==> src/rtl/matmul_engine.sv <==
// Sequential matrix multiplier: R = A x B, one multiply-accumulate per two cycles,
// operands fetched from external synchronous-read memories, results written row-major.
module matmul_engine #(
    parameter int DW = 8,
    parameter int M  = 10,
    parameter int K  = 10,
    parameter int N  = 10,
    parameter int AW = 16,
    localparam int RW = 2 * DW + $clog2(K)
) (
    input  logic          clk,
    input  logic          rst,
    input  logic          start,
    input  logic          signed_mode,
    input  logic          abort,
    output logic          busy,
    output logic          done,
    output logic          a_rd_en,
    output logic [AW-1:0] a_addr,
    input  logic [DW-1:0] a_rd_data,
    output logic          b_rd_en,
    output logic [AW-1:0] b_addr,
    input  logic [DW-1:0] b_rd_data,
    output logic          r_wr_en,
    output logic [AW-1:0] r_addr,
    output logic [RW-1:0] r_wr_data
);

    typedef enum logic [2:0] {IDLE, FETCH, ACC, STORE, DONE} state_t;

    state_t state_reg, state_next;

    logic [AW-1:0] i_reg, j_reg, k_reg;
    // Running linear addresses, stepped incrementally so no multiplier is needed
    logic [AW-1:0] a_idx_reg, b_idx_reg, r_idx_reg;
    logic [AW-1:0] a_hold_reg, b_hold_reg, r_hold_reg;
    logic [RW-1:0] acc_reg;
    logic          job_signed_reg;

    logic                 last_elem;
    logic                 last_k;
    logic [2*DW-1:0]      prod_u;
    logic signed [2*DW-1:0] prod_s;
    logic [RW-1:0]        prod_ext;

    assign last_k    = (k_reg == AW'(K - 1));
    assign last_elem = (i_reg == AW'(M - 1)) && (j_reg == AW'(N - 1));

    assign prod_u = {{DW{1'b0}}, a_rd_data} * {{DW{1'b0}}, b_rd_data};
    assign prod_s = $signed({{DW{a_rd_data[DW-1]}}, a_rd_data}) *
                    $signed({{DW{b_rd_data[DW-1]}}, b_rd_data});
    assign prod_ext = job_signed_reg ? {{(RW - 2 * DW){prod_s[2*DW-1]}}, prod_s}
                                     : {{(RW - 2 * DW){1'b0}}, prod_u};

    // Addresses show the live index only while strobed, otherwise the last one issued
    assign a_addr    = a_rd_en ? a_idx_reg : a_hold_reg;
    assign b_addr    = b_rd_en ? b_idx_reg : b_hold_reg;
    assign r_addr    = r_wr_en ? r_idx_reg : r_hold_reg;
    assign r_wr_data = acc_reg;

    always_ff @(posedge clk or posedge rst) begin
        if (rst) begin
            state_reg <= IDLE;
        end else begin
            state_reg <= state_next;
        end
    end

    always_comb begin
        state_next = state_reg;
        busy       = 1'b0;
        done       = 1'b0;
        a_rd_en    = 1'b0;
        b_rd_en    = 1'b0;
        r_wr_en    = 1'b0;
        unique case (state_reg)
            IDLE: begin
                if (start && !abort) state_next = FETCH;
            end
            FETCH: begin
                busy = 1'b1;
                if (abort) begin
                    state_next = IDLE;
                end else begin
                    a_rd_en    = 1'b1;
                    b_rd_en    = 1'b1;
                    state_next = ACC;
                end
            end
            ACC: begin
                busy = 1'b1;
                if (abort)       state_next = IDLE;
                else if (last_k) state_next = STORE;
                else             state_next = FETCH;
            end
            STORE: begin
                busy = 1'b1;
                if (abort) begin
                    state_next = IDLE;
                end else begin
                    r_wr_en    = 1'b1;
                    state_next = last_elem ? DONE : FETCH;
                end
            end
            DONE: begin
                done       = 1'b1;
                state_next = IDLE;
            end
            default: state_next = IDLE;
        endcase
    end

    always_ff @(posedge clk or posedge rst) begin
        if (rst) begin
            i_reg          <= '0;
            j_reg          <= '0;
            k_reg          <= '0;
            a_idx_reg      <= '0;
            b_idx_reg      <= '0;
            r_idx_reg      <= '0;
            a_hold_reg     <= '0;
            b_hold_reg     <= '0;
            r_hold_reg     <= '0;
            acc_reg        <= '0;
            job_signed_reg <= 1'b0;
        end else begin
            unique case (state_reg)
                IDLE: begin
                    if (start && !abort) begin
                        i_reg          <= '0;
                        j_reg          <= '0;
                        k_reg          <= '0;
                        a_idx_reg      <= '0;
                        b_idx_reg      <= '0;
                        r_idx_reg      <= '0;
                        acc_reg        <= '0;
                        job_signed_reg <= signed_mode;
                    end
                end
                FETCH: begin
                    if (!abort) begin
                        a_hold_reg <= a_idx_reg;
                        b_hold_reg <= b_idx_reg;
                    end
                end
                ACC: begin
                    if (!abort) begin
                        acc_reg <= acc_reg + prod_ext;
                        if (!last_k) begin
                            k_reg     <= k_reg + AW'(1);
                            a_idx_reg <= a_idx_reg + AW'(1);
                            b_idx_reg <= b_idx_reg + AW'(N);
                        end
                    end
                end
                STORE: begin
                    if (!abort) begin
                        r_hold_reg <= r_idx_reg;
                        r_idx_reg  <= r_idx_reg + AW'(1);
                        acc_reg    <= '0;
                        k_reg      <= '0;
                        // a_idx sits at i*K+K-1 here: step to the next row or rewind this one
                        if (j_reg == AW'(N - 1)) begin
                            j_reg     <= '0;
                            i_reg     <= i_reg + AW'(1);
                            a_idx_reg <= a_idx_reg + AW'(1);
                            b_idx_reg <= '0;
                        end else begin
                            j_reg     <= j_reg + AW'(1);
                            a_idx_reg <= a_idx_reg - AW'(K - 1);
                            b_idx_reg <= j_reg + AW'(1);
                        end
                    end
                end
                default: ;
            endcase
        end
    end

endmodule

==> config.mk <==
export PLATFORM = sky130hd
export DESIGN_NAME = matmul_engine
export DESIGN_NICKNAME = d
export VERILOG_FILES = /design/src/rtl/matmul_engine.sv
export SDC_FILE = /design/constraint.sdc
export NUM_CORES = 1
export LEC_CHECK = 0
export ABC_CLOCK_PERIOD_IN_PS = 8100
export CAP_MARGIN = 20
export CORE_MARGIN = 3
export CORE_UTILIZATION = 45
export DETAILED_ROUTE_END_ITERATION = 8
export GPL_TIMING_DRIVEN = 0
export SYNTH_ARGS = -nofsm -noshare
export SYNTH_HDL_FRONTEND = slang
export SYNTH_SLANG_ARGS = --single-unit
==> constraint.sdc <==
create_clock -name clk -period 8.1 [get_ports clk]
set_clock_uncertainty 0.1 [all_clocks]
set_input_delay 0.81 -clock clk [delete_from_list [all_inputs] [get_ports clk]]
set_output_delay 0.81 -clock clk [all_outputs]
set_load 0.02 [all_outputs]
# After elaboration in Yosys (flattened, before gate mapping)
# Index checks and enable logic that the tools add are counted.
[classes] n_bitwise=1 muxes=41 addsub=8 n_eq_ne=12 mul=2 n_reduce_logical=14
[ops] op="$mux 16" count=18
[ops] op="$pmux 16 s3" count=3
[ops] op="$pmux 16 s2" count=3
[ops] op="$add 16x1->16 const B" count=5
[ops] op="$mux 20" count=4
[ops] op="$pmux 20 s3" count=1
[ops] op="$eq 16x4->1 const B" count=3
[ops] op="$mul 8x8->16" count=2
[ops] op="$add 20x20->20" count=1
[ops] op="$add 16x4->16 const B" count=1
[ops] op="$sub 16x4->16 const B" count=1
[ops] op="$pmux 3 s4" count=1
[ops] op="$ne 2x2->1 const B" count=5
[ops] op="$mux 3" count=3
[ops] op="$reduce_and 4->1" count=2
[ops] op="$eq 3x2->1 const B" count=2
[ops] op="$mux 2" count=3
[ops] op="$reduce_and 2->1" count=3
[ops] op="$mux 1" count=5
[ops] op="$reduce_and 5->1" count=1
[ops] op="$eq 3x1->1 const B" count=1
[ops] op="$eq 3x3->1 const B" count=1
[ops] op="$logic_not 3->1" count=1
[ops] op="$reduce_and 3->1" count=1
[ops] op="6 further kinds" count=7
[totals] out_inout_bits=73 input_bits=21 wordCells=90 regBits=168

# Longest topological paths before layout
[depth] depth_word=5 ltp_mapped=28 mapped_depth_nobuf=27

# Worst setup path after synthesis
# OpenSTA, ideal clock, no wires.
[synth_path] path_kind="in2reg" from="input a_rd_data[7]" to="register acc_reg[19] (netlist: r_wr_data[19])" slack_ns=1.462 required_time_ns=7.918 cell_stages=27 arrival_ns=6.456 path_buffers=1 setup_ns=0.082 path_cell_list="clkbuf_1 and2_1 fa_1 inv_1 fa_1 inv_1 fa_1 inv_1 fa_1 inv_1 ha_1 nor4_1 o21ai_0 o211ai_1 o21ai_0 xor2_1 nand2_1 o21ai_0 ha_1 a21o_1 a31o_2 a2111oi_2 a21oi_1 a221oi_2 xor2_1 a21oi_1 o22ai_1"
[synth_between] elab_chain_len=5 elab_cells_between_ends=6 classes_between="1 x add/sub; 2 x mul; 3 x mux"
[synth_rtl] element="start, declared" line_no="20" rtl="input logic [DW-1:0] a_rd_data,"
[synth_rtl] element="$mul 8x8->16 (on tied branches)" line_no="49, 50"
[synth_rtl] element="$mux 20 *" line_no="52" rtl="assign prod_ext = job_signed_reg ? {{(RW - 2 * DW){prod_s[2*DW-1]}}, prod_s}"
[synth_rtl] element="$add 20x20->20 *" line_no="148" rtl="acc_reg <= acc_reg + prod_ext;"
[synth_rtl] element="$mux 20 *" line_no="147" rtl="if (!abort) begin"
[synth_rtl] element="$pmux 20 s3 *" line_no="127" rtl="unique case (state_reg)"
[synth_rtl] element="end signal, assigned" line_no="148"
[synth_rtl] element="end, declared" line_no="37" rtl="logic [RW-1:0] acc_reg;"
# Every way passes the cells marked *; elsewhere a longest branch is shown, timed or not. The select of a mux whose other input is x is not followed.
# A chain may end at the register's enable or synchronous reset.

# Worst setup path after layout
[layout_path] from="input b_rd_data[7]" to="register acc_reg[19] (netlist: r_wr_data[19])"
[layout_between] elab_chain_len=5 elab_cells_between_ends=6 classes_between="1 x add/sub; 2 x mul; 3 x mux"
[layout_rtl] element="start, declared" line_no="23" rtl="input logic [DW-1:0] b_rd_data,"
[layout_rtl] element="$mul 8x8->16 (on tied branches)" line_no="49, 50"
[layout_rtl] element="$mux 20 *" line_no="52"
[layout_rtl] element="$add 20x20->20 *" line_no="148"
[layout_rtl] element="$mux 20 *" line_no="147"
[layout_rtl] element="$pmux 20 s3 *" line_no="127"
# Marked as above.

==> impl_metrics.tcl <==
set metrics [dict create \
    post-route-period-util 0.957 \
    synth.avg_cell_area_sq_um 9.16 \
    syn_area_sq_um 13300 \
    cts_tree "built" \
    setup_viol 0 \
    peakVddDrop_uv 142 \
    stdcell_count 1959 \
    grt_pass1_wl_mm 52.3 \
    routabilityCongestion 0.885 \
    placed_area_sq_um 14700 \
    htree_levels 4 \
    hp-class "reg -> reg" \
    clock_path_buffers 2 \
    fin_setup_tns_ns 0 \
    syn2layout_area_growth_pct 15.3 \
    start_util 0.460 \
    totalPowerFinal_mw 3.81 \
    post-route-util 0.530 \
    maxSlewHeadroom 0.497 \
    hold_violations 0 \
    drive_above_1_share 0.0679 \
    n_antenna_cell 0 \
    switchingPower_mw 1.62 \
    vias 10500 \
    rsz0062_at_grt "no" \
    ys_types 78 \
    cts.sinks 168 \
    root_buffer "clkbuf_16" \
    die_w_um 178 \
    drc 0 \
    fmax_mhz 129 \
    grt_max_degree 111 \
    finalInstanceArea_sq_um 15300 \
    clk_pin_slew_ns 0.07 \
    cts.hold.buffers_added 0 \
    ant_nets 0 \
    finalWirelength_mm 31.4 \
    synth_flop_cell "dfrtp_1" \
    io_pins 94 \
    fp.dieH_um 178 \
    ys_seq_area_frac 0.317 \
    yosysTopAreaCell "dfrtp_1" \
    dr.pass1.iters 5 \
    required_ns 8.36 \
    rows 62 \
    startpoint_type "primary input" \
    max-cap-violations 0 \
    synth_seq_cells 168 \
    holdWs_ns 0.372 \
    critPathArrivalTime_ns 8.01 \
    outcome "complete, no violations" \
    yosysWarnings 0 \
    layout_common_cells "176 x nand2_1, 173 x inv_1, 168 x dfrtp_1, 109 x o21ai_0, 92 x clkdlybuf4s50_1" \
    combPwrFrac 0.533 \
    dpl.hpwl_mm 24.3 \
    grt_pass1_vias 10300 \
    gr-total-overflow 0 \
    via_per_inst 5.34 \
    final.min_clock_period_ns 7.75 \
    p_seq_frac 0.252 \
    post-cts-setup-buffer-count 0 \
    largest_reg_flops 20 \
    pwr-share-clk 0.215 \
    final_max_slew_viol_count 0 \
    grt_use_total 0.205 \
    cts-buffers-inserted 17 \
    async_flop_share 1.00 \
    worst-path-max-fanout 10 \
    cp-end-kind "flop" \
    numPortBuffers 92 \
    synth_edf_count 0 \
    antenna_found_initial 1 \
    p_leak_nw 7.25 \
    detail_route.iter0.violations 686 \
    mostFrequentLayoutCell "nand2_1" \
    coreArea_sq_um 28900 \
    p_int_mw 2.19 \
    tightestPinTransition_ns 0.754 \
    power_density_nw_per_um2 249 \
    fill_cells 2719 \
    worst_skew_pair.late_latency_ns 0.44 \
    post_cts_resized 0 \
    path_class "in -> reg" \
    die_area_sq_um 31600 \
    p_sw_frac 0.424 \
    synth_nets 1644 \
    nets 1756 \
    placed_cells 1927 \
    synthCells 1450 \
    synth.top_cell.area_share 0.317 \
    pre_cts_ws_ns -0.0633 \
    synth_area_leaders "dfrtp_1 32%, fa_1 13%, ha_1 8.2%" \
    drt-wirelength-per-cell_um 16.0 \
    setup_ws_ns 0.349 \
]
## worst paths after layout
kind,end,slack [ns],start,cells after the start
worst max-delay path,r_wr_data[19],0.35,b_rd_data[7],27
worst min-delay path,r_hold_reg[1],0.37,r_hold_reg[1],2
worst max register to register,r_wr_data[19],4.35,job_signed_reg,12
worst min register to register,r_hold_reg[1],0.37,r_hold_reg[1],2
max in group asynchronous,k_reg[14],6.28,rst,3
min in group asynchronous,r_hold_reg[12],0.69,rst,2
## logic make-up (layout without fill, tap and decap cells)
kind of cell | Yosys count | count (layout) | synth area share
simple gates | 466 | 466 | 0.179
compound gates | 287 | 287 | 0.134
buf+inv | 225 | 350 | 0.0659
fa+ha+maj | 173 | 173 | 0.212
flops | 168 | 168 | 0.317
xor+xnor | 93 | 93 | 0.0613
mux | 38 | 38 | 0.0321
## power by group through the flow
| stage | Clock, mW | Combinational (mW) | Sequential, mW |
|---|---|---|---|
| final | 0.819 | 2.03 | 0.960 |
| after detailed placement | 0 | 2.03 | 0.977 |
| after floorplan | 0 | 1.51 | 0.997 |
| after global placement | 0 | 2.00 | 0.975 |
| after global routing | 0.878 | 2.30 | 0.970 |
| after CTS | 0.839 | 2.05 | 0.960 |
## worst max-delay path, cell delays in order
cell and delay (ns):
clkdlybuf4s50_1 0.63, clkbuf_1 0.32, and2_1 0.21, fa_1 0.48, inv_1 0.05, fa_1 0.50, inv_1 0.05, fa_1 0.54
inv_1 0.06, fa_1 0.54, inv_1 0.04, ha_1 0.23, nor3_1 0.23, nor3b_1 0.35, o21ai_0 0.21, o31ai_1 0.29
xor2_1 0.16, o21ai_0 0.09, ha_1 0.39, a21o_1 0.20, a31o_2 0.23, a2111oi_2 0.29, a21oi_1 0.21, a221oi_2 0.29
xor2_1 0.33, a21oi_1 0.12, o22ai_1 0.15
## synthesized netlist by cell type, drive strengths merged, types with 5 or more instances
library cell and number:
a211oi 7, a21o 20, a21oi 58, a221oi 5
a22o 6, a31oi 17, and2 51, and3 21
and4 6, buf 11, clkbuf 39, dfrtp 168
fa 86, ha 87, inv 174, mux2 37
nand2 176, nand2b 12, nand3 34, nand4 17
nor2 78, nor2b 13, nor3 18, nor3b 5
nor4 11, nor4b 5, o211ai 5, o21a 5
o21ai 113, o21bai 5, o22ai 9, o31ai 13
or3 8, xnor2 36, xor2 57
## layer usage
| metal | global-route usage | share of wire | vias to the layer above |
|---|---|---|---|
| li1 | - | - | 5115 |
| met3 | 0.0359 | 0.043 | 14 |
| met1 | 0.305 | 0.50 | 5130 |
| met5 | 0 | 0.00041 | - |
| met4 | 0.0317 | 0.0047 | 2 |
| met2 | 0.318 | 0.46 | 194 |
## area by class of cell
class | count | area (sq um) | share of cell area
buffer | 50 | 218 | 0.0142
clock buffer | 18 | 439 | 0.0287
clock inverter | 14 | 153 | 0.00997
inverter | 175 | 664 | 0.0434
multi-input combinational | 1057 | 8200 | 0.536
sequential | 168 | 4200 | 0.275
tap | 384 | 480 | 0.0314
timing repair buffer | 93 | 948 | 0.0620
(Power assumes the default switching activity.)
